`src/rtl/fmul_pipe.sv`:
```
// Elastic 3-stage floating-point multiplier: unpack/multiply, normalise/round, exception/pack.
// Valid/ready on both sides; each stage holds its content until the next stage can take it.
module fmul_pipe #(
    parameter int EXP_W = 8,
    parameter int MAN_W = 23,
    parameter int TAG_W = 4
) (
    input  logic                     clk,
    input  logic                     rst,
    input  logic                     in_valid,
    output logic                     in_ready,
    input  logic [EXP_W+MAN_W:0]     in_a,
    input  logic [EXP_W+MAN_W:0]     in_b,
    input  logic [TAG_W-1:0]         in_tag,
    output logic                     out_valid,
    input  logic                     out_ready,
    output logic [EXP_W+MAN_W:0]     out_result,
    output logic [3:0]               out_flags,
    output logic [TAG_W-1:0]         out_tag
);
    localparam int W  = EXP_W + MAN_W + 1;
    localparam int EW = EXP_W + 2;
    localparam int P  = 2 * MAN_W + 2;
    localparam logic [EW-1:0]        BIAS     = EW'((1 << (EXP_W - 1)) - 1);
    localparam logic signed [EW-1:0] E_MAX    = EW'((1 << EXP_W) - 1);
    localparam logic [MAN_W-1:0]     QNAN_MAN = {1'b1, {(MAN_W-1){1'b0}}};

    // Handshake: a transfer happens on valid && ready at posedge; valid never waits on ready.
    logic v1, v2, v3;
    logic en1, en2, en3;

    assign en3       = !v3 || out_ready;
    assign en2       = !v2 || en3;
    assign en1       = !v1 || en2;
    assign in_ready  = en1;
    assign out_valid = v3;

    // Stage 1: unpack and classify (subnormal inputs count as zero)
    logic             sa, sb;
    logic [EXP_W-1:0] ea, eb;
    logic [MAN_W-1:0] ma, mb;
    logic             a_max, b_max, a_nan, b_nan;

    assign {sa, ea, ma} = in_a;
    assign {sb, eb, mb} = in_b;
    assign a_max = &ea;
    assign b_max = &eb;
    assign a_nan = a_max && (ma != '0);
    assign b_nan = b_max && (mb != '0);

    logic                    s1_sign, s1_nan, s1_snan, s1_inf, s1_zero;
    logic signed [EW-1:0]    s1_exp;
    logic [P-1:0]            s1_prod;
    logic [TAG_W-1:0]        s1_tag;

    always_ff @(posedge clk) begin
        if (en1 && in_valid) begin
            s1_sign <= sa ^ sb;
            s1_exp  <= {2'b00, ea} + {2'b00, eb} - BIAS;
            s1_prod <= P'({1'b1, ma}) * P'({1'b1, mb});
            s1_nan  <= a_nan || b_nan;
            s1_snan <= (a_nan && !ma[MAN_W-1]) || (b_nan && !mb[MAN_W-1]);
            s1_inf  <= (a_max && (ma == '0)) || (b_max && (mb == '0));
            s1_zero <= (ea == '0) || (eb == '0);
            s1_tag  <= in_tag;
        end
    end

    // Stage 2: normalise so the leading one sits just above the kept fraction, then RNE
    logic [P-2:0]         norm;
    logic [MAN_W-1:0]     frac_t, frac_r;
    logic                 g_bit, s_bit, inc, carry;
    logic signed [EW-1:0] e_n;

    always_comb begin
        norm   = s1_prod[P-1] ? s1_prod[P-2:0] : {s1_prod[P-3:0], 1'b0};
        frac_t = norm[P-2 -: MAN_W];
        g_bit  = norm[MAN_W];
        s_bit  = |norm[MAN_W-1:0];
        inc    = g_bit && (s_bit || frac_t[0]);
        // A carry out leaves frac_r all zeros, which is exactly the renormalised fraction.
        {carry, frac_r} = {1'b0, frac_t} + (MAN_W+1)'(inc);
        e_n    = s1_exp + EW'(s1_prod[P-1]) + EW'(carry);
    end

    logic                 s2_sign, s2_nan, s2_snan, s2_inf, s2_zero, s2_inx;
    logic signed [EW-1:0] s2_exp;
    logic [MAN_W-1:0]     s2_frac;
    logic [TAG_W-1:0]     s2_tag;

    always_ff @(posedge clk) begin
        if (en2 && v1) begin
            s2_sign <= s1_sign;
            s2_exp  <= e_n;
            s2_frac <= frac_r;
            s2_inx  <= g_bit | s_bit;
            s2_nan  <= s1_nan;
            s2_snan <= s1_snan;
            s2_inf  <= s1_inf;
            s2_zero <= s1_zero;
            s2_tag  <= s1_tag;
        end
    end

    // Stage 3: exceptions in priority order, then pack
    logic [W-1:0] res;
    logic [3:0]   flg;

    always_comb begin
        res = {s2_sign, s2_exp[EXP_W-1:0], s2_frac};
        flg = {3'b000, s2_inx};
        if (s2_nan) begin
            res = {1'b0, {EXP_W{1'b1}}, QNAN_MAN};
            flg = {s2_snan, 3'b000};
        end else if (s2_inf && s2_zero) begin
            res = {1'b0, {EXP_W{1'b1}}, QNAN_MAN};
            flg = 4'b1000;
        end else if (s2_inf) begin
            res = {s2_sign, {EXP_W{1'b1}}, {MAN_W{1'b0}}};
            flg = 4'b0000;
        end else if (s2_zero) begin
            res = {s2_sign, {(W-1){1'b0}}};
            flg = 4'b0000;
        end else if (s2_exp >= E_MAX) begin
            res = {s2_sign, {EXP_W{1'b1}}, {MAN_W{1'b0}}};
            flg = 4'b0101;
        end else if (s2_exp[EW-1] || (s2_exp == '0)) begin
            res = {s2_sign, {(W-1){1'b0}}};
            flg = 4'b0011;
        end
    end

    always_ff @(posedge clk) begin
        if (!rst) begin
            v1         <= 1'b0;
            v2         <= 1'b0;
            v3         <= 1'b0;
            out_result <= '0;
            out_flags  <= '0;
            out_tag    <= '0;
        end else begin
            if (en1) v1 <= in_valid;
            if (en2) v2 <= v1;
            if (en3) v3 <= v2;
            if (en3 && v2) begin
                out_result <= res;
                out_flags  <= flg;
                out_tag    <= s2_tag;
            end
        end
    end

endmodule

```
`config.mk`:
```
export PLATFORM = sky130hd
export DESIGN_NAME = fmul_pipe
export DESIGN_NICKNAME = d
export VERILOG_FILES = /design/src/rtl/fmul_pipe.sv
export SDC_FILE = /design/constraint.sdc
export NUM_CORES = 2
export LEC_CHECK = 0
export ABC_AREA = 1
export CAP_MARGIN = 20
export CORE_ASPECT_RATIO = 1.1
export CORE_MARGIN = 2
export CORE_UTILIZATION = 45
export CTS_CLUSTER_DIAMETER = 100
export DETAILED_ROUTE_END_ITERATION = 8
export HOLD_SLACK_MARGIN = 0.05
export PLACE_DENSITY = 0.62
export SLEW_MARGIN = 10
export SYNTH_ARGS = -nofsm -noshare
export SYNTH_HDL_FRONTEND = slang
export SYNTH_SLANG_ARGS = --single-unit
```
`constraint.sdc`:
```
create_clock -name clk -period 14.9 [get_ports clk]
set_input_delay 2.98 -clock clk [delete_from_list [all_inputs] [get_ports clk]]
set_output_delay 2.98 -clock clk [all_outputs]
set_load 0.01 [all_outputs]
```
# Word-level counts from Yosys, hierarchy flattened
# Cells that the tools add are included.
totals:
  ff_bits: 153
  elab_cells: 80
  output_inout_bits: 42
classes:
  bitwise: 2
  addsub: 5
  n_mul: 1
  n_reduce_logical: 35
  n_mux: 13
  magnitude_cmp: 1
ops:
  columns: ["operator", "count"]
  rows:
  - ["$mux W31", 4]
  - ["$mux W32", 2]
  - ["$mul A24 B24 Y48", 1]
  - ["$mux W47", 1]
  - ["$logic_not A23 Y1", 2]
  - ["$reduce_bool A23 Y1", 2]
  - ["$add A23 B1 Y24", 1]
  - ["$reduce_or A23 Y1", 1]
  - ["$add A10 B1 Y10", 2]
  - ["$logic_not A8 Y1", 2]
  - ["$reduce_and A8 Y1", 2]
  - ["$logic_and A1 B1 Y1", 11]
  - ["$ge A10 B9 Y1 const B", 1]
  - ["$logic_not A10 Y1", 1]
  - ["$sub A9 B7 Y10 const B", 1]
  - ["$add A8 B8 Y9", 1]
  - ["$logic_or A1 B1 Y1", 9]
  - ["$mux W3", 3]
  - ["$mux W4", 2]
  - ["$logic_not A1 Y1", 5]
  - ["$mux W2", 1]
  - ["$or A1 B1 Y1", 1]
  - ["$xor A1 B1 Y1", 1]

# Depth between registers and ports, before layout
logic_depth:
  ltp_word: 8
  ltp_mapped: 30

# Least setup slack after synthesis
# No wires, ideal clock.
synth_path:
  path_type: "in2reg"
  startpoint: "input in_b[3]"
  endpoint: "register s1_prod[39], data pin"
  setup_slack_ps: 6168
  t_required_ps: 14648
  cell_stages: 26
  arrival_time_ps: 8480
  path_buffers: 2
  cell_sequence: "clkbuf_1 > clkbuf_1 > nand2_1 > fa_1 > inv_1 > fa_1 > inv_1 > fa_1 > inv_1 > fa_1 > inv_1 > fa_1 > inv_1 > fa_1 > inv_1 > fa_1 > inv_1 > ha_1 > nand2_1 > nor2_1 > and2_1 > nand3b_1 > nand3_1 > nand2_1 > nand3_1 > nand2_1"
synth_via:
  elab_chain_len: 1
synth_lines:
  columns: ["item", "line_no", "rtl"]
  rows:
  - ["start: declaration", "13", "input logic [EXP_W+MAN_W:0] in_b,"]
  - ["$mul A24 B24 Y48", "60", "s1_prod <= P'({1'b1, ma}) * P'({1'b1, mb});"]
  - ["end signal: assignment", "60", null]
  - ["end: declaration", "53", "logic [P-1:0] s1_prod;"]
# No other way between the ends.
# A chain may end at the register's enable or synchronous reset.

# Worst setup path after layout
layout_path:
  startpoint: "input in_a[16]"
  endpoint: "register s1_prod[25], data pin"
layout_via:
  elab_chain_len: 1
layout_lines:
  columns: ["item", "line_no", "rtl"]
  rows:
  - ["start: declaration", "12", "input logic [EXP_W+MAN_W:0] in_a,"]
  - ["$mul A24 B24 Y48", "60", null]
# No other way between the ends.

==> summary.md <==
| Metric | Value |
|---|---|
| TritonCTS clock tree | `done` |
| YS warnings | `0` |
| RSZ-0062 raised after global routing | `no` |
| Clock sinks | `153` |
| Worst reg2reg path depth | `17` |
| Post-Synth Adder-Cell Area | `0.4383` |
| IO Count | `114` |
| Final setup vio count | `0` |
| Std-Cell Rows | `between 90 and 100` |
| Slew @ Worst Pin | `854.9 ps` |
| Routability Congestion | `0.9704` |
| Clock latency on the worst-skew pair | `420 ps` |
| CTS buffer count | `17` |
| Post-Route WL | `71.36 mm` |
| Crit end category | `register` |
| Final Max Tran Viols | `0` |
| Post-CTS Setup Inserts | `0` |
| GRT overflow | `0` |
| Core area | `60,860 sq um` |
| Die X | `239.8 um` |
| Final hold vios | `0` |
| Critical path endpoint | `s1_prod[25]` |
| Die ar. | `63,170 sq um` |
| Detailed-route via count | `21,330` |
| Combinational family with the most area after synthesis | `adder cells` |
| Startpoint Class | `input pin` |
| CTS Buffer Depth | `2` |
| Count of buffers from port buffering | `113` |
| Req. time, crit path | `15,090 ps` |
| Crit path DAT | `9520 ps` |
| Final worst path period need | `9332 ps` |
| Area grow syn2layout | `9.390%` |
| Htree depth | `4` |
| Critical Path Start | `in_a[16]` |
| CP Cell Sequence | `clkdlybuf4s50_1 -> buf_4 -> nand2_1 -> fa_1 -> inv_1 -> fa_1 -> inv_1 -> fa_1 -> fa_1 -> inv_1 -> fa_1 -> fa_1 -> inv_1 -> fa_1 -> inv_1 -> ha_1 -> nand2_1 -> nor2_1 -> nand2_1 -> nor2_1 -> nand2_1 -> nand3_1 -> xor2_1` |
| Worst min path class | `reg2reg` |
| Synth Register Bits | `around 150` |
| Net count after synthesis | `4,328` |
| Via density | `4.767` |
| Status | `complete, no violations` |
| Clk slew on worst S/H paths | `60 ps` |
| EDFF count, synth | `110` |
| Simple-Gate Fraction of Synth Area | `0.2023` |
| Compound-Gate Fraction of Synth Area | `0.02236` |
| CP peak stage delay | `roughly 560 ps` |
| First-pass DRT Iterations | `7` |
| Iter 0 DRT Violations | `1,224` |
| Initial Utilization | `0.4524` |
| DR WL/cell | `around 16 um` |
| DRT antenna net count | `0` |
| Worst-path fanout max | `25` |
| Ys flop type | `edfxtp_1` |
| Mux contribution to synthesized area | `0` |
| Max-Cap Viols | `0` |
| Mapped Area | `between 20,000 and 30,000 sq um` |
| Nets | `4,384` |
| Crit-path slowest cell | `fa_1` |
| Placed cells | `4,443` |
| Synth Area in XOR/XNOR | `0.01750` |
| Dpl ws | `5209 ps` |
| WS Path Type | `in2reg` |
| Root buffer cell | `clkbuf_16` |
| Most frequent cells in the layout | `1,091 x inv_1, 1,049 x nand2_1, 484 x fa_1` |
| Vias in the first global route | `about 23,000` |
| Seq/Total Area, Yosys | `0.1513` |
| Synthesized area per cell | `7.686 sq um` |
| Largest net degree at the start of global routing | `68` |
| Critical R2R Capture | `s2_exp[9]` |
| Fillers | `6,115` |
| Non-Filler Instances | `4,475` |
| Tcrit/Tclk final | `0.6263` |
| Layout cells sized above 1 | `0.03314` |
| DR DRC count | `0` |
| Antenna violations before repair | `0` |
| First-pass GRT wire length | `117.4 mm` |
| Asr flop ratio synth | `0` |
| Most frequent cell on the critical path | `fa_1` |
| Worst slew margin | `0.4300` |
| Mapped Cells | `3,582` |
| R2r startpoint | `s1_prod[47]` |
| CTS resizes | `0` |
| Gr usage total | `0.2368` |
| Fmax | `107.2 MHz` |
| CTS Hold Bufs | `0` |
| Post-synthesis cell type count | `43` |
| Setup TNS | `0 ps` |
| Diodes inserted | `0` |
| Worst setup margin | `roughly 5600 ps` |
| Detailed placer's ending HPWL | `between 50 and 60 mm` |
| Worst-case clock skew | `10.88 ps` |
| R2r setup slk | `11,370 ps` |
| Die H | `about 260 um` |
| Commonest non-fill, non-tap cell in the layout | `inv_1` |
[synth_stat cells, types with 8 or more instances]
cell type | instances | area [sq um]
fa_1 | 484 | 9689
a21oi_1 | 66 | 330.3
xor2_1 | 45 | 394.1
nand2_1 | 1049 | 3938
nor4_1 | 16 | 100.1
inv_1 | 1093 | 4103
nand3b_1 | 27 | 202.7
nor2_1 | 128 | 480.5
clkbuf_1 | 113 | 424.2
nor2_2 | 9 | 56.30
ha_1 | 190 | 2377
o21ai_1 | 8 | 40.04
xnor2_1 | 10 | 87.58
nand4_1 | 24 | 150.1
nor3_1 | 16 | 80.08
o21ai_0 | 23 | 115.1
dfxtp_1 | 43 | 860.8
nand3_1 | 71 | 355.3
edfxtp_1 | 110 | 3303
[cells by family after synthesis]
family	Yosys count
simple gates	1366
buf+inv	1221
fa+ha+maj	674
flops	153
compound gates	113
xor+xnor	55
[stage by stage]
stage / hold slack [ps] / instance area (sq um) / util
after floorplan: 400.3 / 27530 / -
after global placement: 400.8 / 29530 / 0.4852
after detailed placement: 404.5 / 29530 / 0.4852
after CTS: 418.3 / 30120 / 0.4948
after global routing: 422.3 / 30120 / 0.4948
final: 414.2 / 30120 / 0.4948
[flip-flops by register name (all words and copies together), names as in the netlist, 4 cells and up]
name        flops
s2_frac        23
s1_prod        48
s2_tag          4
out_tag         4
s2_exp         10
out_result     32
out_flags       4
s1_exp         10
s1_tag          4
[worst min path at each step]
stage                   start         to  slack, ps  cells past startpoint
floorplan              s1_inf     s2_inf        400                      0
global placement    s1_tag[1]  s2_tag[1]        400                      0
detailed placement     s1_inf     s2_inf        400                      0
CTS                    s1_inf     s2_inf        420                      0
global route           s1_inf     s2_inf        420                      0
finish              s1_tag[3]  s2_tag[3]        410                      0
[layout make-up]
cell class | count | area [sq um] | share of cell area
Clock buffer | 24 | 536.8 | 0.01782
Clock inverter | 8 | 51.30 | 0.001703
Inverter | 1097 | 4118 | 0.1367
Multi-Input combinational cell | 2208 | 18730 | 0.6220
Sequential cell | 153 | 4164 | 0.1383
Tap cell | 824 | 1031 | 0.03423
Timing Repair Buffer | 161 | 1481 | 0.04919
[per-layer routing]
| metal | track usage | part of all wire |
|---|---|---|
| met1 | 0.3069 | 0.42 |
| met2 | 0.4181 | 0.49 |
| met3 | 0.02621 | 0.058 |
| met4 | 0.06530 | 0.026 |
| met5 | 0 | 0 |
[worst max-delay path, delay by kind of cell]
kind	cells	cell delay, ps
adders and majority gates	8	3980
and+or+nand+nor	7	1030
buffers and inverters	7	1120
xor gates and xnor gates	1	390
Power is not shown: default switching activity piles up to over one toggle a cycle in this logic, so the estimate is an artifact.
